`config.mk`:
```
export PLATFORM = sky130hd
export DESIGN_NAME = alu_result_buffer
export DESIGN_NICKNAME = d
export VERILOG_FILES = /design/src/rtl/alu_result_buffer.sv
export SDC_FILE = /design/constraint.sdc
export NUM_CORES = 1
export LEC_CHECK = 0
export ABC_AREA = 1
export CORE_MARGIN = 2
export CORE_UTILIZATION = 45
export DETAILED_ROUTE_END_ITERATION = 7
export PLACE_DENSITY_LB_ADDON = 0.15
export SYNTH_ARGS = -nofsm -noshare
export SYNTH_HDL_FRONTEND = slang
export SYNTH_SLANG_ARGS = --single-unit
```
`constraint.sdc`:
```
create_clock -name clk -period 4.62 [get_ports clk]
set_clock_uncertainty 0.15 [all_clocks]
set_input_delay 0.693 -clock clk [delete_from_list [all_inputs] [get_ports clk]]
set_output_delay 0.693 -clock clk [all_outputs]
set_load 0.005 [all_outputs]
```
`src/rtl/alu_result_buffer.sv`:
```
// alu_result_buffer
// Capture stage behind the opcode-sequencer/ALU. It samples `result` into a
// show-ahead FIFO, presents the head to a consumer, and keeps debug statistics:
// a wrapping sum, a saturating accepted-sample count and a sticky overflow flag.
//
// Handshake: the head entry transfers on a rising edge where
// out_valid && out_ready are both 1. out_valid never depends on out_ready.
// out_data is stable while out_valid=1 and the head is not popped.
// out_ready while out_valid=0 has no effect.
module alu_result_buffer #(
    parameter int DATA_W = 8,
    parameter int DEPTH  = 8,
    parameter int SUM_W  = 16,
    parameter int CNT_W  = 16
) (
    input  logic                     clk,
    input  logic                     rst,
    input  logic                     clear,
    input  logic                     sample_en,
    input  logic [DATA_W-1:0]        result,
    output logic [DATA_W-1:0]        out_data,
    output logic                     out_valid,
    input  logic                     out_ready,
    output logic [$clog2(DEPTH):0]   count,
    output logic                     full,
    output logic                     overflow,
    output logic [SUM_W-1:0]         sum,
    output logic [CNT_W-1:0]         sample_cnt
);

    localparam int AW = $clog2(DEPTH);
    localparam logic [AW:0] DEPTH_C = (AW + 1)'(DEPTH);

    logic [DATA_W-1:0] mem [DEPTH];
    logic [AW-1:0]     wr_ptr;
    logic [AW-1:0]     rd_ptr;
    logic [AW:0]       count_q;
    logic              push;
    logic              pop;

    // Occupancy flags come from the entry count so a full FIFO and an empty
    // FIFO are never confused when the pointers coincide.
    assign out_valid = (count_q != '0);
    assign full      = (count_q == DEPTH_C);
    assign count     = count_q;

    // A pop frees a slot in the same edge, so a full FIFO can still accept.
    assign pop  = out_valid & out_ready;
    assign push = sample_en & (~full | pop);

    // Show-ahead head; memory is not reset, so mask it while empty.
    assign out_data = out_valid ? mem[rd_ptr] : '0;

    // Sample storage: write the incoming result at the tail on an accepted push.
    always_ff @(posedge clk) begin
        if (push && !clear) begin
            mem[wr_ptr] <= result;
        end
    end

    // Pointers, occupancy and statistics; clear wins over push and pop.
    always_ff @(posedge clk or negedge rst) begin
        if (!rst) begin
            wr_ptr     <= '0;
            rd_ptr     <= '0;
            count_q    <= '0;
            overflow   <= 1'b0;
            sum        <= '0;
            sample_cnt <= '0;
        end else if (clear) begin
            wr_ptr     <= '0;
            rd_ptr     <= '0;
            count_q    <= '0;
            overflow   <= 1'b0;
            sum        <= '0;
            sample_cnt <= '0;
        end else begin
            if (push) begin
                wr_ptr <= wr_ptr + 1'b1;
                sum    <= sum + SUM_W'(result);
                if (sample_cnt != '1) begin
                    sample_cnt <= sample_cnt + 1'b1;
                end
            end
            if (pop) begin
                rd_ptr <= rd_ptr + 1'b1;
            end
            if (push && !pop) begin
                count_q <= count_q + 1'b1;
            end else if (pop && !push) begin
                count_q <= count_q - 1'b1;
            end
            // A requested sample that could not be stored is a drop.
            if (sample_en && !push) begin
                overflow <= 1'b1;
            end
        end
    end

endmodule

```
==> key figures <==
Synthesis
  • Syn avg cell area: 9.10 um^2
  • Seq/Total Area, Yosys: 54.3%
  • Post-synthesis sequential element count: 107
  • Yosys warnings: 0
  • Asr flop ratio synth: 40.2%
  • Ys flop type: edfxtp_1
  • Syn_nets: 635
  • Post-synth EDFFs: 64
  • Post-Syn Instances: 607
  • Synthesized area: 5520 um^2
  • Netlist cell types: 35

Floorplan
  • Core footprint: 12,000 um^2
  • Die Area: 13,200 um^2
  • Initial Util: 46.0%
  • Die Wd: 115 um
  • Cell Rows: 40
  • Die span in y: 115 um
  • IO Pins: 60

Setup path
  • CP max stage cell: inv_1
  • Critical-path cell list: buf_4 -> inv_1 -> nor2_1 -> o21ai_0 -> o21ai_0 -> nor2_1 -> clkdlybuf4s50_1
  • CP endpoint kind: output pin
  • CP required: 3780 ps
  • Crit Path Max Fanout: 34
  • CP Class: flop to output pin
  • Nature of the critical path startpoint: flop
  • CP Data Arrival Time: 2680 ps
  • Max stage delay on crit path: 580 ps

Placed design
  • Hpwl dp: 8980 um
  • RD Place Congestion: 0.850
  • Placed Area: 6210 um^2
  • Dpl ws: 1360 ps
  • IO buf count: 59

Clock tree
  • CTS tree: yes
  • Reg clk slew, reported paths: 70 ps
  • Root buf cell: clkbuf_16
  • Clk sinks: 107
  • Clk buf depth: 2
  • Post-cts resize count: 0
  • Worst-Skew Late Latency: 350 ps
  • CTS Hold Bufs: 0
  • Post-CTS setup buffers: 0
  • H-tree levels: 3
  • CTS Buf Count: 9

Drt
  • Vias after detailed routing: 4,174
  • Vias per cell: 5.12
  • Post-DRT Antenna Nets: 0
  • Total wire length: 12,600 um
  • Drt initial violations: 328
  • Wire length per cell: 15.5 um
  • Pre-antenna DRT Iters: 4
  • Drc violations: 0

Layout
  • Final net count: 691
  • Core Util, Final: 54.0%
  • Diode count: 0
  • Fill cell total of the finished layout: 1,086
  • Share of layout cells above drive strength 1: 8.08%
  • Area growth syn-to-layout: 17.5%
  • Fin area: 6490 um^2

Worst hold path
  • Hold Crit Class: input port to async pin

Power
  • Worst VDD drop: 0.157 mV
  • Net Switching: 0.881 mW
  • Lkg Pwr: 2.68 nW
  • P_int: 1.80 mW
  • Reg power frac: 42.3%
  • Clock power share: 27.4%
  • Sw Share: 32.9%
  • Power density over the cells: 412 nW/um^2
  • Final Total Pwr: 2.68 mW
  • Logic pwr share: 30.2%

Global routing
  • Vias in the first global route: 4,154
  • Largest net degree at the start of global routing: 44
  • Global-route wire length before repair: 21,400 um
  • All-Layer GR Usage: 20.7%
  • Overflow after GRT: 0
  • Initial antenna violation count: 0

STA
  • Fmax: 0.284 GHz
  • Worst Tran Pin Value: 1030 ps
  • Final Hold Viols: 0
  • Setup TNS: 0 ps
  • Max-slew violations: 0
  • Fin crit period: 3520 ps
  • Final worst slack: 1100 ps
  • Slew HR: 31.6%
  • Setup-failing EPs final: 0
  • Period utilization: 76.3%
  • RSZ-0062 raised after global routing: no

Run status
  • Status: finished clean

Run
  • Max cap viols: 0
area by class of cell:
cell class	count	area, um^2	share of cell area [%]
sequential	107	3000	46.2
multi-input combinational	436	2250	34.6
timing repair buffer	60	593	9.14
clock buffer	9	225	3.47
inverter	49	184	2.83
tap	147	184	2.83
clock inverter	7	57.6	0.887
critical path, delay by kind of cell (launching register included):
| kind | cells | cell delay [ps] |
|---|---|---|
| buffers and inverters | 3 | 1330 |
| AO/OA/AOI/OAI | 2 | 370 |
| flip-flops | 1 | 360 |
| AND/OR/NAND/NOR | 2 | 270 |
through the flow:
step | cells | hold WS [ps]
after detailed placement | 799 | 362
after global placement | 799 | 362
final | 815 | 365
after floorplan | 607 | 247
after CTS | 815 | 382
after global routing | 815 | 399
final timing paths:
kind,start,to,slack (ps),cells past startpoint
min in group clk,overflow$_DFFE_PN0P_,overflow$_DFFE_PN0P_,370,1
max in group asynchronous,rst,sum[4]$_DFFE_PN0P_,3310,1
hold / removal,rst,count[0]$_DFFE_PN0P_,370,1
setup / recovery,rd_ptr[0]$_DFFE_PN0P_,out_data[5],1100,7
hold reg to reg,overflow$_DFFE_PN0P_,overflow$_DFFE_PN0P_,370,1
setup reg to reg,count[3]$_DFFE_PN0P_,mem[5][2]$_DFFE_PP_,2090,7
Yosys cell counts, types with 4 or more instances:
cell | count | area share (%)
nand2_1 | 147 | 10
nor2_1 | 97 | 6.6
edfxtp_1 | 64 | 35
o21ai_0 | 53 | 4.8
dfrtp_1 | 43 | 19
inv_1 | 42 | 2.9
nand3_1 | 40 | 3.6
a21oi_1 | 14 | 1.3
ha_1 | 13 | 2.9
clkbuf_1 | 10 | 0.68
mux2i_1 | 8 | 1.5
nand2_2 | 8 | 0.91
o21ai_2 | 8 | 1.3
o22ai_1 | 8 | 0.91
inv_2 | 6 | 0.41
xnor2_1 | 6 | 0.95
nand4_1 | 4 | 0.45
nor2_2 | 4 | 0.45
xor2_1 | 4 | 0.63
per-layer routing:
layer	vias up	GRT usage (%)	wire length, um
met1	1935	30.9	6160
li1	2133	-	-
met3	12	3.74	558
met4	0	5.62	156
met2	94	31.4	5720
met5	-	0	0
cells by family after synthesis:
| group | count (synthesis) | share of synthesized area (%) |
|---|---|---|
| flops | 107 | 54.3 |
| simple gates | 312 | 24.6 |
| compound gates | 91 | 9.38 |
| mux | 8 | 1.45 |
| buf+inv | 64 | 5.01 |
| fa+ha+maj | 15 | 3.67 |
| xor+xnor | 10 | 1.59 |
power groups by stage:
stage                     sequential, mW  clock, mW  combinational [mW]
after floorplan                     1.13          0               0.498
after global placement              1.15          0               0.800
after detailed placement            1.15          0               0.817
after CTS                           1.13      0.753               0.819
after global routing                1.14      0.796               0.915
final                               1.13      0.734               0.809
registers in the layout (all words and copies together) (netlist names):
signal and count:
mem 64, sample_cnt 16, sum 16, count 4, rd_ptr 3, wr_ptr 3, overflow 1
cell usage in the layout, fill, tap and decap left out, drive strengths merged, types with 6 or more instances in the layout:
master and n:
nor2 103, clkdlybuf4s50 58, ha 13, dfrtp 43
nand2 159, o22ai 8, o21ai 61, edfxtp 64
nand3 42, clkbuf 9, a21oi 14, mux2i 8
inv 52, xnor2 6
(Power assumes the default switching activity.)
